File: config.mk
export PLATFORM = sky130hd
export DESIGN_NAME = sprite_mover
export DESIGN_NICKNAME = d
export VERILOG_FILES = /design/src/rtl/sprite_mover.sv
export SDC_FILE = /design/constraint.sdc
export NUM_CORES = 1
export LEC_CHECK = 0
export BUFFER_PORTS_ARGS = -buffer_cell sky130_fd_sc_hd__buf_2
export CAP_MARGIN = 25
export CORE_MARGIN = 3
export CORE_UTILIZATION = 30
export CTS_BUF_LIST = sky130_fd_sc_hd__clkbuf_4 sky130_fd_sc_hd__clkbuf_8 sky130_fd_sc_hd__clkbuf_16
export DETAILED_ROUTE_END_ITERATION = 10
export PLACE_DENSITY = 0.47
export SYNTH_ARGS = -nofsm -noshare
export SYNTH_HDL_FRONTEND = slang
export SYNTH_SLANG_ARGS = --single-unit
File: constraint.sdc
create_clock -name frame_clk -period 10.6 [get_ports frame_clk]
set_input_delay 1.59 -clock frame_clk [delete_from_list [all_inputs] [get_ports frame_clk]]
set_output_delay 1.59 -clock frame_clk [all_outputs]
set_load 0.03 [all_outputs]
File: src/rtl/sprite_mover.sv
// sprite_mover: frame-rate movement controller for one maze sprite.
//   Per step tick, a queued turn is applied first (reversal at any time,
//   other turns only on grid points with an open path), then the sprite
//   moves STEP pixels in its post-turn facing if the path is open and the
//   centre stays inside [MIN+SIZE, MAX-SIZE].
// Ports:
//   frame_clk    frame clock (one edge per video frame)
//   Reset_n      synchronous active-low reset
//   playon       1 = game running, 0 = hold sprite at spawn
//   keycode      04 left, 07 right, 16 down, 1A up; others ignored
//   wall_free    per-direction path-open flags, indexed by direction code
//   BallX/BallY  sprite centre;  BallS = SIZE
//   whichside    facing: 0 left, 1 right, 2 down, 3 up
//   moving       FSM in MOVING;  turn_pending  a queued direction is held
module sprite_mover #(
  parameter int X_CENTER  = 310,
  parameter int Y_CENTER  = 260,
  parameter int X_MIN     = 30,
  parameter int X_MAX     = 590,
  parameter int Y_MIN     = 30,
  parameter int Y_MAX     = 430,
  parameter int SIZE      = 4,
  parameter int STEP      = 1,
  parameter int TILE      = 10,
  parameter int SPEED_DIV = 1
) (
  input  logic       frame_clk,
  input  logic       Reset_n,
  input  logic       playon,
  input  logic [7:0] keycode,
  input  logic [3:0] wall_free,
  output logic [9:0] BallX,
  output logic [9:0] BallY,
  output logic [9:0] BallS,
  output logic [1:0] whichside,
  output logic       moving,
  output logic       turn_pending
);

  localparam logic [9:0] XC   = 10'(X_CENTER);
  localparam logic [9:0] YC   = 10'(Y_CENTER);
  localparam logic [9:0] XLO  = 10'(X_MIN + SIZE);
  localparam logic [9:0] XHI  = 10'(X_MAX - SIZE);
  localparam logic [9:0] YLO  = 10'(Y_MIN + SIZE);
  localparam logic [9:0] YHI  = 10'(Y_MAX - SIZE);
  localparam logic [9:0] STP  = 10'(STEP);
  localparam logic [9:0] TSTP = 10'(TILE - STEP);
  localparam logic [7:0] CMAX = 8'(SPEED_DIV - 1);

  localparam logic [1:0] D_L = 2'd0, D_R = 2'd1, D_D = 2'd2, D_U = 2'd3;

  typedef enum logic [1:0] {HOLD, STOPPED, MOVING} state_t;

  state_t     state_q, state_d;
  logic [9:0] x_q, x_d, y_q, y_d;
  logic [9:0] xph_q, xph_d, yph_q, yph_d;
  logic [1:0] side_q, side_d, pdir_q, pdir_d;
  logic       pend_q, pend_d;
  logic [7:0] cnt_q, cnt_d;

  logic       key_vld, tick, aligned, pend_eff, turn_ok, in_bounds, can_move;
  logic [1:0] key_dir, pdir_eff, dir_n;

  // Tile phase walks with the position so grid alignment needs no modulo.
  function automatic logic [9:0] ph_inc(input logic [9:0] ph);
    return (ph == TSTP) ? 10'd0 : ph + STP;
  endfunction

  function automatic logic [9:0] ph_dec(input logic [9:0] ph);
    return (ph == 10'd0) ? TSTP : ph - STP;
  endfunction

  always_comb begin
    key_vld = 1'b1;
    key_dir = D_L;
    case (keycode)
      8'h04:   key_dir = D_L;
      8'h07:   key_dir = D_R;
      8'h16:   key_dir = D_D;
      8'h1A:   key_dir = D_U;
      default: key_vld = 1'b0;
    endcase
  end

  // A key arriving on a tick edge takes part in that tick's turn decision.
  assign tick     = (cnt_q == CMAX);
  assign aligned  = (xph_q == 10'd0) && (yph_q == 10'd0);
  assign pend_eff = pend_q | key_vld;
  assign pdir_eff = key_vld ? key_dir : pdir_q;
  // Direction codes pair up as {L,R} and {D,U}: reverse is bit 0 flipped.
  assign turn_ok  = tick && pend_eff &&
                    ((pdir_eff == (side_q ^ 2'b01)) || (aligned && wall_free[pdir_eff]));
  assign dir_n    = turn_ok ? pdir_eff : side_q;

  // Bound test is done before the update so 10-bit arithmetic never wraps.
  always_comb begin
    in_bounds = 1'b0;
    case (dir_n)
      D_L: in_bounds = (x_q >= XLO + STP);
      D_R: in_bounds = (x_q + STP <= XHI);
      D_D: in_bounds = (y_q + STP <= YHI);
      D_U: in_bounds = (y_q >= YLO + STP);
    endcase
  end

  assign can_move = wall_free[dir_n] && in_bounds;

  always_comb begin
    state_d = state_q;
    x_d     = x_q;
    y_d     = y_q;
    xph_d   = xph_q;
    yph_d   = yph_q;
    side_d  = side_q;
    pdir_d  = pdir_q;
    pend_d  = pend_q;
    cnt_d   = cnt_q;
    if (!playon) begin
      state_d = HOLD;
      x_d     = XC;
      y_d     = YC;
      xph_d   = 10'd0;
      yph_d   = 10'd0;
      side_d  = D_L;
      pdir_d  = D_L;
      pend_d  = 1'b0;
      cnt_d   = 8'd0;
    end else if (state_q == HOLD) begin
      state_d = STOPPED;
    end else begin
      pend_d = pend_eff;
      pdir_d = pdir_eff;
      cnt_d  = tick ? 8'd0 : cnt_q + 8'd1;
      if (turn_ok) begin
        side_d = dir_n;
        pend_d = 1'b0;
      end
      // A stopped sprite only restarts when a turn is applied on this tick.
      if (tick && (state_q == MOVING || turn_ok)) begin
        if (can_move) begin
          state_d = MOVING;
          case (dir_n)
            D_L: begin x_d = x_q - STP; xph_d = ph_dec(xph_q); end
            D_R: begin x_d = x_q + STP; xph_d = ph_inc(xph_q); end
            D_D: begin y_d = y_q + STP; yph_d = ph_inc(yph_q); end
            D_U: begin y_d = y_q - STP; yph_d = ph_dec(yph_q); end
          endcase
        end else begin
          state_d = STOPPED;
        end
      end
    end
  end

  always_ff @(posedge frame_clk) begin
    if (!Reset_n) begin
      state_q <= HOLD;
      x_q     <= XC;
      y_q     <= YC;
      xph_q   <= 10'd0;
      yph_q   <= 10'd0;
      side_q  <= D_L;
      pdir_q  <= D_L;
      pend_q  <= 1'b0;
      cnt_q   <= 8'd0;
    end else begin
      state_q <= state_d;
      x_q     <= x_d;
      y_q     <= y_d;
      xph_q   <= xph_d;
      yph_q   <= yph_d;
      side_q  <= side_d;
      pdir_q  <= pdir_d;
      pend_q  <= pend_d;
      cnt_q   <= cnt_d;
    end
  end

  assign BallX        = x_q;
  assign BallY        = y_q;
  assign BallS        = 10'(SIZE);
  assign whichside    = side_q;
  assign moving       = (state_q == MOVING);
  assign turn_pending = pend_q;

endmodule

==> impl_metrics.ini, run 1 <==
[status]
status = finished, final reports clean

[die]
die_w_um = 128
coreArea_um2 = 14100
core.rowCount = 43
fp.dieH_um = 128
dieArea_um2 = 16300
start_util = 0.313
io_pins = 49

[clock_tree]
clockBufferDepth = 2
postCtsSetupBuffers = 0
path_clk_slew_ps = 70
cts.repair.resized = 0
cts-root-buf = clkbuf_16
clock_sink_count = 55
cts_made_buffers = 5
clk_latency_ps = 300
cts_tree = done
hold_buffers = 0
cts.htree.levels = 2

[timing]
tns_ps = 0
setup_viol = 0
fmax_ghz = 0.193
post-route-min-period_ps = 5180
finalHoldViolations = 0
rsz0062_at_grt = no
min_period_over_period = 0.489
slew_violations = 0
tightestPinTransition_ps = 853
fin_skew_ps = 5.34
relSlewSlack = 0.429

[critical_path]
r2r_end = BallY[3]$_SDFFE_PN0P_
crit_path_end_kind = flip-flop
worstRegToRegCells = 12
crit_buf_inv = 1
cp.arrival_ps = 5430
cp_common_cell = a31oi_1
cp_max_fo = 28
cp_cell_sequence = buf_2 > nor3_1 > a31oi_1 > or3_1 > o211ai_1 > a31oi_1 > and3_1 > o32ai_4 > nand3_2 > or4_1 > nand2_1
worstSetupStartpoint = keycode[5]
critPathTopFamily = simple AND/OR/NAND/NOR gates
cp-start-kind = input pin
crit_slowest_cell = or4_1
required_ps = 10850
r2r_start = xph_q[0]$_SDFFE_PN0P_
reg2reg_slack_ps = 6220
critPathMaxStageDelay_ps = 620
worst-path-stages = 11
crit_type = in -> reg
crit_path_end = BallY[3]$_SDFFE_PN0P_

[global_routing]
grt_overflow = 0
antenna_found_initial = 0
grt_pass1_wl_um = 21100
grt_usage = 0.156
grt_max_degree = 39
grt_pass1_vias = 4178

[min_path]
hold_class = reg -> reg
min_path_cells = 2

[synthesis]
synthesis.area_per_instance_um2 = 7.23
synth_top_cell_by_area = dfxtp_1
synthMostInstantiatedCell = nor2_1
netlist_top_cells_count = nor2_1 (62), dfxtp_1 (55), a21oi_1 (47), nand2_1 (46), o21ai_0 (34)
synth_area_um2 = 4430
ys_async_sr_fraction = 0
yosysTopAreaCellShare = 0.248
synth_cell_type_count = 65
ys_warn_count = 0
synth_area_leaders = dfxtp_1 (25%), a21oi_1 (5.3%), nor2_1 (5.3%), ha_1 (4.2%), nand2_1 (3.9%)
synth_edf_count = 0
ys.flop_type = dfxtp_1
synth-seq-area-share = 0.248
synthCells = 613
ys_ff_latch = 55

[drt]
dr.pass1.iters = 5
viasPerCell = 5.61
wirelength_um = 12400
ant_nets = 0
drc = 0
vias = 4502
drt_iter0_markers = 347
wl_per_cell_um = 15.5

[pwr]
p_clk_frac = 0.407
power.switching_uw = 102
switching_share = 0.251
vdd_ir_drop_max_mv = 0.0520
seq_power_share = 0.512
leakagePower_uw = 0.00176
p_int_uw = 304
pwr-share-comb = 0.081
power.density_nw_per_um2 = 84.3

[place]
gp_congestion = 0.856
placement.cell_area_um2 = 4690
dp_hpwl_um = 8970
port_buffers = 38

[layout]
areaGrowthSynthToFinish_pct = 8.75
drive_above_1_share = 0.109
diodes = 0
fin_nets = 653
final_area_um2 = 4820

[run]
maxCapViolations = 0
==> cell type report <==
class	instances	area, µm²
clock buffers	6	133
flip-flops and latches	55	1100
inverters	23	86.3
well taps	180	225
repair buffers	42	220
fillers	1504	9330
multi-input cells	496	3050
==> worst min-delay path, cell delays in order (launching register included) <==
cell	delay (ps)
dfxtp_1	340
nand3_1	70
o31ai_1	60
==> metal layers <==
metal	global-route usage	share of wire	vias to the layer above
li1	-	-	2264
met1	0.221	0.49	2116
met2	0.240	0.45	105
met3	0.0284	0.048	17
met4	0.0461	0.015	0
met5	0	0	-
==> power by group through the flow <==
stage                     Combinational (µW)  Sequential (µW)  Clock, µW
after CTS                               33.0              208        177
final                                   32.8              208        166
after detailed placement                32.9              213          0
after global placement                  32.5              213          0
after global routing                    36.6              208        183
after floorplan                         25.8              212          0
==> sequential cells by signal, indices dropped and copies added (netlist names) <==
signal,cells
BallX,10
BallY,10
xph_q,10
yph_q,10
cnt_q,8
pdir_q,2
state_q,2
whichside,2
turn_pending,1
==> logic make-up (layout without fill, tap and decap cells) <==
group                    count (synthesis)  in the layout  share of synthesized area
XOR/XNOR                                20             20                     0.0395
buffers and inverters                   70             71                     0.0692
AO/OA/AOI/OAI                          174            174                      0.265
flip-flops                              55             55                      0.248
AND/OR/NAND/NOR                        267            267                      0.310
adder cells (fa/ha/maj)                 15             15                     0.0423
other                                    2             10                    0.00169
multiplexers                            10             10                     0.0240
==> cells in the final DEF, fill, tap and decap left out, types with 6 or more instances in the layout <==
| cell type | instances |
|---|---|
| nor2_1 | 62 |
| dfxtp_1 | 55 |
| a21oi_1 | 47 |
| nand2_1 | 46 |
| buf_2 | 38 |
| o21ai_0 | 34 |
| nand3_1 | 33 |
| nor3_1 | 27 |
| inv_1 | 23 |
| or3_1 | 23 |
| and3_1 | 18 |
| ha_1 | 15 |
| o211ai_1 | 13 |
| a31oi_1 | 13 |
| xor2_1 | 12 |
| o31ai_1 | 11 |
| nor4_1 | 10 |
| nand4_1 | 10 |
| conb_1 | 10 |
| and2_1 | 9 |
| xnor2_1 | 8 |
| nor2b_1 | 6 |
| a211oi_1 | 6 |
==> through the flow <==
step | setup slack, ps | std cells | hold slack [ps] | util | power [µW]
global placement | 5190 | 796 | 502 | 0.331 | 245
global route | 5000 | 802 | 541 | 0.341 | 427
detailed placement | 5130 | 796 | 502 | 0.331 | 246
finish | 5420 | 802 | 512 | 0.341 | 406
CTS | 5440 | 802 | 514 | 0.341 | 418
floorplan | 5880 | 621 | 474 | - | 238
==> how the worst min path moves through the flow <==
stage	start	to
floorplan	yph_q[9]$_SDFFE_PN0P_	yph_q[9]$_SDFFE_PN0P_
global placement	yph_q[9]$_SDFFE_PN0P_	yph_q[9]$_SDFFE_PN0P_
detailed placement	yph_q[9]$_SDFFE_PN0P_	yph_q[9]$_SDFFE_PN0P_
CTS	yph_q[9]$_SDFFE_PN0P_	yph_q[9]$_SDFFE_PN0P_
global route	yph_q[9]$_SDFFE_PN0P_	yph_q[9]$_SDFFE_PN0P_
finish	yph_q[9]$_SDFFE_PN0P_	yph_q[9]$_SDFFE_PN0P_
(Power assumes the default switching activity.)
==> run 2: changes to the inputs <==
- PLACE_DENSITY: 0.47 -> 0.49
- clock period: 10.6 -> 4.53 ns (I/O delays scaled with it)
==> run 2 against run 1 <==
Clock-buffer cell count shrank 1. Critical path depth grew 2. Cell count grew 1.2%. Worst hold slack gained 4.2 ps. Combinational power grew 140%. Non-clock buffer count grew 8. Cell area grew 2.1%. Flip-flop and latch count is the same. Global-route usage shrank 0.49 points. Die area is the same. Clock skew grew 2.4 ps. Total power grew to 2.5 times the previous value. Critical endpoint is now yph_q[7]$_SDFFE_PN0P_. Largest power group unchanged. Highest routed layer unchanged.
==> impl_metrics.ini, run 2 (same netlist as run 1, synthesis figures left out) <==
[status]
status = finished, final reports clean

[layout]
layout.cells.non_filler = 812
post-route-util = 0.348
final_cell_mix = nor2_1 (62), dfxtp_1 (55), a21oi_1 (47), nand2_1 (46), buf_2 (38)
fin_nets = 661
fillers = 1519
areaGrowthSynthToFinish_pct = 11.0
drive_above_1_share = 0.123
mostFrequentLayoutCell = nor2_1
diodes = 0

[min_path]
min_path_cells = 2
hold_class = reg -> reg
hp-start = yph_q[9]$_SDFFE_PN0P_
worstHoldEndpoint = yph_q[9]$_SDFFE_PN0P_

[die]
io_pins = 49
die_w_um = 128
coreArea_um2 = 14100
dieArea_um2 = 16300
start_util = 0.313
core.rowCount = 43
fp.dieH_um = 128

[critical_path]
cp-start-kind = input pin
reg2reg_slack_ps = 670
r2r_end = yph_q[7]$_SDFFE_PN0P_
cp.arrival_ps = 4140
worstRegToRegCells = 14
cp_max_fo = 20
r2r_start = xph_q[0]$_SDFFE_PN0P_
required_ps = 4770
crit_path_end_kind = flip-flop
crit_type = in -> reg

[clock_tree]
cts.htree.levels = 2
cts_made_buffers = 5
clock_sink_count = 55
clk_latency_ps = 310
path_clk_slew_ps = 80
hold_buffers = 0
cts-root-buf = clkbuf_16
clockBufferDepth = 2
postCtsSetupBuffers = 0
cts_tree = done
cts.repair.resized = 0

[drt]
dr.pass1.iters = 5
wl_per_cell_um = 15.3
ant_nets = 0
drt_iter0_markers = 401
viasPerCell = 5.62
drc = 0
wirelength_um = 12500
vias = 4561

[timing]
worst_slack_ps = 630
min_period_over_period = 0.861
fin_skew_ps = 7.77
fmax_ghz = 0.256
slew_violations = 0
tns_ps = 0
rsz0062_at_grt = no
finalHoldViolations = 0
tightestPinTransition_ps = 682
post-route-min-period_ps = 3900
relSlewSlack = 0.545
setup_viol = 0

[global_routing]
grt_pass1_vias = 4074
antenna_found_initial = 0
grt_max_degree = 39
grt_usage = 0.151
grt_pass1_wl_um = 20400
grt_overflow = 0

[pwr]
leakagePower_uw = 0.00182
vdd_ir_drop_max_mv = 0.134
power.density_nw_per_um2 = 209

[place]
port_buffers = 38
dp_hpwl_um = 9030
dp.cells = 804
place_ws_ps = 303
gp_congestion = 0.827

[run]
maxCapViolations = 0
run 2: changes by cell type in the layout (fill, tap and decap cells not counted), sizes merged:
| cell | delta |
|---|---|
| clkbuf | -1 |
| buf | +8 |
| bufinv | +1 |
| clkinv | +1 |
| inv | +1 |
run 2: where the power goes:
group | internal, µW | switching (µW) | total [µW]
sequential | 484 | 2.00 | 486
combinational | 23.2 | 55.9 | 79.1
clock | 265 | 200 | 465
total | 772 | 258 | 1030
run 2: through the flow:
step           power (µW)  hold slack, ps  cell area [µm²]
5_1_grt              1070             553             4920
6_report             1030             516             4920
3_5_place_dp          576             499             4750
3_3_place_gp          575             489             4750
4_1_cts              1050             515             4920
2_1_floorplan         558             474             4460
run 2: layer usage:
| metal | routed length (µm) | up-vias | track usage | share of wire |
|---|---|---|---|---|
| met1 | 6170 | 2179 | 0.212 | 0.50 |
| li1 | - | 2289 | - | - |
| met4 | 141 | 0 | 0.0404 | 0.011 |
| met2 | 5570 | 84 | 0.235 | 0.45 |
| met3 | 574 | 9 | 0.0314 | 0.046 |
| met5 | 0 | - | 0 | 0 |
run 2: cell type report:
class	instances	area, µm²	share of cell area
multi-input cells	496	3050	0.621
flip-flops and latches	55	1100	0.224
repair buffers	50	280	0.0570
well taps	180	225	0.0458
clock buffers	5	125	0.0254
inverters	23	86.3	0.0175
clock inverters	3	47.5	0.00966
run 2: how the worst max path moves through the flow:
stage / depth (start not counted) / slack [ps] / endpoint / start
2_1_floorplan: 13 / 720 / BallX[1]$_SDFFE_PN1P_ / keycode[5]
3_3_place_gp: 13 / 380 / yph_q[7]$_SDFFE_PN0P_ / keycode[5]
3_5_place_dp: 12 / 300 / BallY[2]$_SDFFE_PN1P_ / keycode[5]
4_1_cts: 12 / 630 / BallY[2]$_SDFFE_PN1P_ / keycode[5]
5_1_grt: 14 / 230 / yph_q[7]$_SDFFE_PN0P_ / xph_q[0]$_SDFFE_PN0P_
6_report: 13 / 630 / yph_q[7]$_SDFFE_PN0P_ / keycode[5]
run 2: worst max-delay path: stages:
cell and delay [ps]:
buf_2 110, or3_4 410, nor4_4 300, nor4_1 80
or4_1 640, a31oi_1 400, buf_4 240, o22ai_1 90
buf_4 210, nor2_1 390, a2bb2oi_1 120, or3_1 320
a21oi_1 150
==> run 3: changes to the inputs <==
- CORE_UTILIZATION: 30 -> 40
- PLACE_DENSITY: 0.49 -> 0.59
- clock period: 4.53 -> 4.2 ns (I/O delays scaled with it)
==> run 3 against run 2 <==
Non-clock buffer count rose by 3. Global-route usage up 3.9 points. Wire length fell by 4.4%.
==> impl_metrics.ini, run 3 (same netlist as run 1, synthesis figures left out) <==
[layout]
diodes = 0
mostFrequentLayoutCell = nor2_1
drive_above_1_share = 0.128
layout.cells.non_filler = 771
final_cell_mix = nor2_1 (62), dfxtp_1 (55), a21oi_1 (47), nand2_1 (46), buf_2 (38)
areaGrowthSynthToFinish_pct = 8.95
fin_nets = 664
fillers = 1098

[pwr]
power.density_nw_per_um2 = 190
leakagePower_uw = 0.00180
vdd_ir_drop_max_mv = 0.139

[place]
dp.cells = 763
gp_congestion = 0.893
port_buffers = 38
dp_hpwl_um = 8660

[global_routing]
grt_max_degree = 34
grt_overflow = 0
grt_usage = 0.189
grt_pass1_vias = 4187
antenna_found_initial = 0
grt_pass1_wl_um = 20300

[timing]
fmax_ghz = 0.268
tightestPinTransition_ps = 953
post-route-min-period_ps = 3730
setup_viol = 0
tns_ps = 0
finalHoldViolations = 0
rsz0062_at_grt = no
min_period_over_period = 0.888
slew_violations = 0
fin_skew_ps = 15.0
relSlewSlack = 0.364

[die]
core.rowCount = 37
start_util = 0.420
io_pins = 49
fp.dieH_um = 111
die_w_um = 111
dieArea_um2 = 12400
coreArea_um2 = 10600

[critical_path]
r2r_start = xph_q[0]$_SDFFE_PN0P_
critPathMaxStageDelay_ps = 540
crit_slowest_cell = a31oi_1
r2r_end = yph_q[7]$_SDFFE_PN0P_
cp.arrival_ps = 3980
cp_common_cell = nor2_1
critPathTopFamily = simple AND/OR/NAND/NOR gates
cp_cell_sequence = inv_1 > ha_1 > nor3b_1 > nand3_1 > nor2_1 > o211ai_1 > a31oi_1 > o22ai_1 > buf_12 > nor2_1 > a2bb2oi_1 > or3_1 > a21oi_1
crit_buf_inv = 2
cp_max_fo = 20
required_ps = 4450
reg2reg_slack_ps = 470
crit_type = reg -> reg
cp-start-kind = flip-flop
crit_path_end_kind = flip-flop
worstRegToRegCells = 13

[clock_tree]
cts-root-buf = clkbuf_8
cts.repair.resized = 0
cts_made_buffers = 5
clk_latency_ps = 310
clockBufferDepth = 2
postCtsSetupBuffers = 0
cts_tree = done
clock_sink_count = 55
hold_buffers = 0
cts.htree.levels = 2
path_clk_slew_ps = 110

[min_path]
min_path_cells = 2
hp-start = yph_q[9]$_SDFFE_PN0P_
hold_class = reg -> reg
worstHoldEndpoint = yph_q[9]$_SDFFE_PN0P_

[run]
maxCapViolations = 0

[drt]
drc = 0
dr.pass1.iters = 5
drt_iter0_markers = 375
vias = 4602
viasPerCell = 5.97
ant_nets = 0
wl_per_cell_um = 15.4
wirelength_um = 11900

[status]
status = finished, final reports clean
run 3: per-layer routing:
metal	routed length [µm]	global-route usage	vias to the layer above
met4	159	0.0519	0
met3	637	0.0295	14
li1	-	-	2297
met5	0	0	-
met2	5410	0.308	135
met1	5690	0.261	2156
run 3: worst register-to-register path: stages (launching register included):
cell,delay (ps)
dfxtp_1,370
inv_1,110
ha_1,210
nor3b_1,410
nand3_1,170
nor2_1,280
o211ai_1,270
a31oi_1,540
o22ai_1,230
buf_12,190
nor2_1,320
a2bb2oi_1,120
or3_1,310
a21oi_1,150
run 3: through the flow:
stage / instance area [µm²] / util / hold slack (ps) / total power, µW / setup WS, ps
6_report: 4830 / 0.457 / 513 / 915 / 471
5_1_grt: 4830 / 0.457 / 544 / 961 / 14.8
4_1_cts: 4830 / 0.457 / 518 / 930 / 528
3_5_place_dp: 4740 / 0.449 / 504 / 620 / 203
3_3_place_gp: 4740 / 0.449 / 489 / 619 / 274
2_1_floorplan: 4460 / - / 474 / 601 / 443
run 3: worst max path at each step:
stage,startpoint,end,slack [ps],cells after the start
finish,xph_q[0]$_SDFFE_PN0P_,yph_q[7]$_SDFFE_PN0P_,470,13
global route,xph_q[1]$_SDFFE_PN0P_,yph_q[7]$_SDFFE_PN0P_,10,13
CTS,keycode[5],yph_q[7]$_SDFFE_PN0P_,530,12
detailed placement,keycode[5],yph_q[7]$_SDFFE_PN0P_,200,12
global placement,keycode[5],BallX[7]$_SDFFE_PN0P_,270,12
floorplan,keycode[5],BallX[1]$_SDFFE_PN1P_,440,13
run 3: layout make-up:
cell class | instances | area [µm²] | area share
tap | 136 | 170 | 0.0352
clock buffer | 6 | 76.3 | 0.0158
multi-input combinational | 496 | 3050 | 0.633
inverter | 23 | 86.3 | 0.0179
clock inverter | 2 | 12.5 | 0.00259
sequential | 55 | 1100 | 0.228
timing repair buffer | 53 | 328 | 0.0679
run 3: power breakdown:
| group | switching, µW | internal [µW] | leakage (µW) |
|---|---|---|---|
| Combinational | 59.3 | 24.6 | 0.00131 |
| Sequential | 2.16 | 523 | 0.000444 |
| Clock | 183 | 124 | 0.0000446 |
